[src/rtl/reg_dump.sv]
// reg_dump: walks the register file through one read port and streams
// each register as an {index, data} word over a valid/ready handshake.
module reg_dump #(
    parameter int NUM_REGS = 32,
    parameter int ADDR_W   = 5,
    parameter int DATA_W   = 32
) (
    input  logic              clk,
    input  logic              reset,
    input  logic              start,
    output logic              busy,
    output logic              done,
    output logic [ADDR_W-1:0] rd_addr,
    input  logic [DATA_W-1:0] rd_data,
    output logic              out_valid,
    input  logic              out_ready,
    output logic [ADDR_W-1:0] out_index,
    output logic [DATA_W-1:0] out_data,
    output logic              out_last
);
    typedef enum logic [1:0] {S_IDLE, S_READ, S_SEND, S_DONE} state_t;

    localparam logic [ADDR_W-1:0] LAST_IDX = ADDR_W'(NUM_REGS - 1);

    state_t              state_q, state_d;
    logic [ADDR_W-1:0]   idx_q, idx_d;
    logic [ADDR_W-1:0]   index_q, index_d;
    logic [DATA_W-1:0]   data_q, data_d;

    always_ff @(posedge clk) begin
        if (reset) begin
            state_q <= S_IDLE;
            idx_q   <= '0;
            index_q <= '0;
            data_q  <= '0;
        end else begin
            state_q <= state_d;
            idx_q   <= idx_d;
            index_q <= index_d;
            data_q  <= data_d;
        end
    end

    always_comb begin
        state_d = state_q;
        idx_d   = idx_q;
        index_d = index_q;
        data_d  = data_q;
        case (state_q)
            S_IDLE: if (start) begin
                idx_d   = '0;
                state_d = S_READ;
            end
            S_READ: begin
                data_d  = rd_data;
                index_d = idx_q;
                state_d = S_SEND;
            end
            S_SEND: if (out_ready) begin
                // the terminal compare keeps the counter from ever wrapping
                state_d = (idx_q == LAST_IDX) ? S_DONE : S_READ;
                idx_d   = (idx_q == LAST_IDX) ? idx_q : idx_q + 1'b1;
            end
            default: state_d = S_IDLE;
        endcase
    end

    assign busy      = state_q != S_IDLE;
    assign done      = state_q == S_DONE;
    assign out_valid = state_q == S_SEND;
    assign rd_addr   = (state_q == S_IDLE) ? '0 : idx_q;
    assign out_index = index_q;
    assign out_data  = data_q;
    assign out_last  = out_valid && (index_q == LAST_IDX);
endmodule

[config.mk]
export PLATFORM = sky130hd
export DESIGN_NAME = reg_dump
export DESIGN_NICKNAME = d
export VERILOG_FILES = /design/src/rtl/reg_dump.sv
export SDC_FILE = /design/constraint.sdc
export NUM_CORES = 1
export LEC_CHECK = 0
export CAP_MARGIN = 20
export CELL_PAD_IN_SITES_DETAIL_PLACEMENT = 1
export CELL_PAD_IN_SITES_GLOBAL_PLACEMENT = 1
export CORE_MARGIN = 8
export CORE_UTILIZATION = 30
export CTS_CLUSTER_DIAMETER = 200
export DETAILED_ROUTE_END_ITERATION = 10
export GPL_ROUTABILITY_DRIVEN = 0
export HOLD_SLACK_MARGIN = 0.12
export PLACE_DENSITY_LB_ADDON = 0.1
export SYNTH_ARGS = -nofsm -noshare
export SYNTH_HDL_FRONTEND = slang
export SYNTH_SLANG_ARGS = --single-unit
[constraint.sdc]
create_clock -name clk -period 3.85 [get_ports clk]
set_clock_uncertainty 0.1 [all_clocks]
set_input_delay 0.385 -clock clk [delete_from_list [all_inputs] [get_ports clk]]
set_output_delay 0.385 -clock clk [all_outputs]
set_load 0.01 [all_outputs]
==> results of run 1 <==
-- registers in the layout, indices dropped and copies added, names as in the netlist --
| name | flops |
|---|---|
| out_data | 32 |
| out_index | 5 |
| idx_q | 5 |
| state_q | 2 |
-- worst min-delay path: cells and delay by family (launching register included) --
kind | cells | cell delay [ns]
AND/OR/NAND/NOR | 1 | 0.05
AO/OA/AOI/OAI | 1 | 0.05
flip-flops | 1 | 0.31
-- area by class of cell --
cell class / count / area [um2]
Fill cell: 668 / 2863
Sequential cell: 44 / 880.8
Timing Repair Buffer: 84 / 833.3
Multi-Input combinational cell: 150 / 747.0
Tap cell: 72 / 90.09
Clock buffer: 7 / 76.32
Clock inverter: 1 / 8.758
Inverter: 2 / 7.507
-- worst max path at each step --
stage	slack, ns	endpoint	start	cells after the start
floorplan	2.05	idx_q[3]	idx_q[0]	6
global placement	1.88	out_last	state_q[1]	4
detailed placement	1.84	out_last	state_q[1]	4
CTS	1.51	out_last	state_q[1]	4
global route	1.41	out_last	state_q[1]	4
finish	1.55	out_last	state_q[1]	4
-- synthesized netlist by cell type (all sizes together) --
cell | count | share of area
nand2 | 76 | 0.17
dfxtp | 44 | 0.51
a21oi | 41 | 0.12
buf | 9 | 0.037
clkbuf | 6 | 0.013
nor2b | 6 | 0.022
nand3 | 5 | 0.015
nor2 | 3 | 0.0065
a311oi | 2 | 0.014
ha | 2 | 0.015
inv | 2 | 0.0044
nand4b | 2 | 0.010
a211oi | 1 | 0.0044
a41oi | 1 | 0.0095
and2 | 1 | 0.0036
and2b | 1 | 0.0044
and3 | 1 | 0.0036
and4bb | 1 | 0.0095
mux2i | 1 | 0.0058
nand2b | 1 | 0.0036
nand4bb | 1 | 0.0065
nor3 | 1 | 0.0029
o21ai | 1 | 0.0029
or2b | 1 | 0.0044
or3b | 1 | 0.0051
-- routing by layer --
metal,part of all wire,vias to the layer above,track usage
met5,0,-,0
met4,0.019,0,0.05101
met3,0.067,9,0.04727
met2,0.47,42,0.2053
met1,0.44,758,0.1431
li1,-,845,-
-- cells by family after synthesis --
group | count (synthesis) | share of synthesized area
AO/OA/AOI/OAI | 46 | 0.1499
adder cells (fa/ha/maj) | 2 | 0.01455
buffers and inverters | 17 | 0.05459
flip-flops | 44 | 0.5124
multiplexers | 1 | 0.005823
AND/OR/NAND/NOR | 101 | 0.2627
-- per-stage QoR --
| stage | worst slack (ns) | utilization | hold slack, ns | power [mW] |
|---|---|---|---|---|
| after floorplan | 2.047 | - | 0.3578 | 0.5636 |
| after global placement | 1.881 | 0.4647 | 0.3410 | 0.6489 |
| after detailed placement | 1.845 | 0.4647 | 0.3497 | 0.6510 |
| after CTS | 1.512 | 0.4801 | 0.3596 | 0.9423 |
| after global routing | 1.410 | 0.4801 | 0.3844 | 0.9800 |
| final | 1.545 | 0.4801 | 0.3555 | 0.9212 |
-- power groups by stage --
stage                     registers, mW  clock network [mW]  logic, mW
after floorplan                   0.503                   0     0.0604
after global placement            0.497                   0      0.152
after detailed placement          0.498                   0      0.153
after CTS                         0.487               0.302      0.153
after global routing              0.490               0.325      0.165
final                             0.487               0.285      0.149
==> qor.csv, run 1 <==
metric,value,unit
status,"finished, final reports clean",
mean routed wirelength per cell,14.56,um
Internal,0.6867,mW
Sequential Power Share,0.529,
fin area,0.002644,mm2
sequential share of the synthesized area,0.5124,
slowest library cell on the worst path,clkdlybuf4s50_1,
area delta synth->final,53.78,%
global-route wire length before repair,8680,um
gr usage total,0.1250,
Power Density,348.4,mW/mm2
starting density of the core,0.3122,
Placed Cells,352,
Synth warnings,0,
Fin. Hold Viols,0,
Final ANT Viol Nets,0,
Resize count post-CTS,0,
reg2reg path depth,6,
Post-Route WL,5243,um
grt ovf,0,
Sw Share,0.2546,
vias,1654,
PortBufs,81,
RSZ-0062 raised after global routing,no,
Cells after Synth,211,
"non-filler cells, final",360,
clk sink count,44,
flop2flop setup slack,1.91,ns
Hold Crit Depth,2,
slew margin rel.,0.5319,
unique cell type count in the Yosys netlist,28,
Hold Crit Endpoint,out_data[7],
"commonest non-fill, non-tap cell in the layout",clkdlybuf4s50_1,
die area,0.008409,mm2
DR pass1 iterations,4,
combinational group share of total power,0.162,
FF-to-FF End,idx_q[3],
clock power share,0.309,
Slew Limit Fails,0,
core box area,0.005507,mm2
max incr delay on CP,0.54,ns
vias per cell,4.594,
initial antenna violation count,0,
Root Buffer,clkbuf_8,
"Cell Chain, Critical Path","and2b_1, nand3_1, nor2_1, clkdlybuf4s50_1",
Setup Viol. Count Final,0,
CTS H-tree depth,2,
Post-Route Setup TNS,0,ns
Hold Path Class,flip-flop to flip-flop,
"Req. time, crit path",3.37,ns
max-cap violations,0,
clock tree from TritonCTS,yes,
NetSw,0.2345,mW
synthesized area,0.001719,mm2
n_diodes,0,
1st-iter DRT viols,83,
FMAX,0.4339,GHz
crit end category,primary output,
Die X,91.70,um
#FFs+latches synth,44,
critical hold path startpoint,out_data[7],
clk buf depth,2,
syn avg cell area,8.148,um2
worst vdd ir,0.2071,mV
Tmin final,2.305,ns
Hold Buf Count CTS,0,
row count,27,
critical path arrival,1.82,ns
reg2reg start,idx_q[0],
most frequent cells in the layout,"clkdlybuf4s50_1, nand2_1, dfxtp_1",
TritonCTS buffer count,5,
Critical Path Start Type,flip-flop,
Nets,325,
post-CTS setup buffers,0,
"CP delay by family, top",buffers and inverters,
fin crit share,0.5986,
Leak,0.9146,nW
buffers and inverters on the worst path,1,
Clock Latency Late Sink,0.29,ns
chip height,91.70,um
I/O pins,82,
layout cells sized above 1,0.04514,
DP Area,0.002559,mm2
largest net degree at the start of global routing,45,
actual slew at the worst max-slew pin,0.6990,ns
DP Wirelength,3820,um
Clock Pin Slew Worst Setup and Hold Paths,0.08,ns
drc violations,0,
vias in the first global route,1752,
syn nets,249,
CP Max Fanout,11,
Setup CP Type,flip-flop to primary output,
(Power assumes the default switching activity.)
==> inputs of run 2 (changes only) <==
--- a/config.mk
+++ b/config.mk
@@ -9,7 +9,7 @@
 export CELL_PAD_IN_SITES_DETAIL_PLACEMENT = 1
 export CELL_PAD_IN_SITES_GLOBAL_PLACEMENT = 1
 export CORE_MARGIN = 8
-export CORE_UTILIZATION = 30
+export CORE_UTILIZATION = 25
 export CTS_CLUSTER_DIAMETER = 200
 export DETAILED_ROUTE_END_ITERATION = 10
 export GPL_ROUTABILITY_DRIVEN = 0
==> constraint.sdc (replaced) <==
create_clock -name clk -period 1.87 [get_ports clk]
set_clock_uncertainty 0.1 [all_clocks]
set_input_delay 0.187 -clock clk [delete_from_list [all_inputs] [get_ports clk]]
set_output_delay 0.187 -clock clk [all_outputs]
set_load 0.01 [all_outputs]
==> qor.csv, run 2 (synthesis results as in run 1) <==
metric,value,unit,change
status,"finished, final reports clean",,
RSZ-0062 raised after global routing,no,,
Internal,1.412,mW,+110%
largest net degree at the start of global routing,45,,unchanged
vias per cell,4.521,,-1.6%
n_diodes,0,,unchanged
crit end category,flip-flop,,
mean routed wirelength per cell,14.78,um,+1.5%
vias,1691,,+2.2%
slew margin rel.,0.7928,,+0.2609
"commonest non-fill, non-tap cell in the layout",clkdlybuf4s50_1,,
Hold Buf Count CTS,0,,unchanged
clock power share,0.299,,-0.010
Leak,0.9620,nW,+5.2%
Nets,332,,+2.2%
CTS H-tree depth,2,,unchanged
Power Density,696.4,mW/mm2,+100%
vias in the first global route,1740,,-0.68%
layout cells sized above 1,0.08163,,+0.03649
Fin. Hold Viols,0,,unchanged
area delta synth->final,58.15,%,
fin area,0.002719,mm2,+2.8%
Slew Limit Fails,0,,unchanged
WHS,0.3354,ns,-0.02003 ns
DP Area,0.002634,mm2,+2.9%
starting density of the core,0.2559,,-0.05634
Post-Route WL,5528,um,+5.4%
CP Max Fanout,5,,-6
critical path arrival,1.90,ns,+0.08 ns
gr usage total,0.1132,,-0.01182
combinational group share of total power,0.173,,+0.011
initial antenna violation count,0,,unchanged
FMAX,0.5583,GHz,
actual slew at the worst max-slew pin,0.3108,ns,-0.3882 ns
Post-Route Setup TNS,0,ns,unchanged
DR pass1 iterations,3,,-1
I/O pins,82,,unchanged
Clock Pin Slew Worst Setup and Hold Paths,0.08,ns,about the same
Final ANT Viol Nets,0,,unchanged
Setup Viol. Count Final,0,,unchanged
clock tree from TritonCTS,yes,,
"Req. time, crit path",1.98,ns,-1.39 ns
Clock Latency Late Sink,0.29,ns,about the same
clk sink count,44,,unchanged
die area,0.009786,mm2,+16%
1st-iter DRT viols,28,,-66%
max-cap violations,0,,unchanged
Sequential Power Share,0.528,,about the same
clk buf depth,2,,unchanged
DP Wirelength,4055,um,+6.1%
Critical Path Start Type,flip-flop,,
global-route wire length before repair,8887,um,+2.4%
PortBufs,81,,unchanged
Setup CP Type,flip-flop to flip-flop,,
utilization after layout,0.4047,,-0.07546
chip height,98.93,um,+7.9%
Sw Share,0.2541,,-0.0004314
Root Buffer,clkbuf_8,,
flip-flop count of the largest register after layout,32,,unchanged
most frequent cells in the layout,"clkdlybuf4s50_1, nand2_1, dfxtp_1",,
NetSw,0.4811,mW,+110%
TritonCTS buffer count,5,,unchanged
Tmin final,1.791,ns,
row count,30,,+11%
drc violations,0,,unchanged
worst vdd ir,0.2773,mV,+34%
post-CTS setup buffers,0,,unchanged
Die X,98.93,um,+7.9%
Hold Path Class,input port to flip-flop,,
fin crit share,0.9579,,
grt ovf,0,,unchanged
core box area,0.006719,mm2,+22%
[run 2: power groups by stage]
stage,registers [mW],clock network [mW],logic [mW]
finish,1.00,0.566,0.328
global route,1.01,0.635,0.361
CTS,1.00,0.602,0.338
detailed placement,1.02,0,0.337
global placement,1.02,0,0.335
floorplan,1.04,0,0.124
[run 2: per-stage QoR]
stage | setup WS, ns | std cells | power, mW
4_1_cts | 0.009446 | 374 | 1.942
3_5_place_dp | 0.02936 | 367 | 1.360
5_1_grt | 0.01212 | 374 | 2.002
2_1_floorplan | 0.06680 | 211 | 1.160
3_3_place_gp | 0.07177 | 367 | 1.356
6_report | 0.07869 | 374 | 1.893
[run 2: worst max-delay path: stages, from the launching register on]
cell and delay, ns:
dfxtp_1 0.32, ha_2 0.19, and3_1 0.19, ha_1 0.20, and4bb_4 0.35, a41oi_2 0.13, a311oi_2 0.23
[run 2: path summary, 6_finish.rpt]
check | cells after the start | start | slack [ns] | end
min reg2reg | 2 | out_data[0] | 0.35 | out_data[0]
max | 6 | idx_q[0] | 0.08 | idx_q[3]
min | 3 | rd_data[12] | 0.34 | out_data[12]
max reg2reg | 6 | idx_q[0] | 0.08 | idx_q[3]
[run 2: area by class of cell]
cell class | instances | area [um2]
clock inverters | 1 | 5.005
repair buffers | 91 | 895.9
flip-flops and latches | 44 | 885.9
clock buffers | 6 | 72.57
inverters | 2 | 7.507
multi-input cells | 150 | 752.0
fillers | 804 | 4000
well taps | 80 | 100.1
[run 2: what timing repair did]
item,in CTS,in global routing
resized for setup,5,2
setup endpoints to repair,9,4
pin swaps,0,1
[run 2: routing by layer]
metal  global-route usage  vias to the layer above  part of all wire
met2               0.1866                       46              0.48
met5                    0                        -                 0
met1               0.1218                      784              0.42
li1                     -                      857                 -
met3              0.05990                        4             0.096
met4              0.03542                        0            0.0072
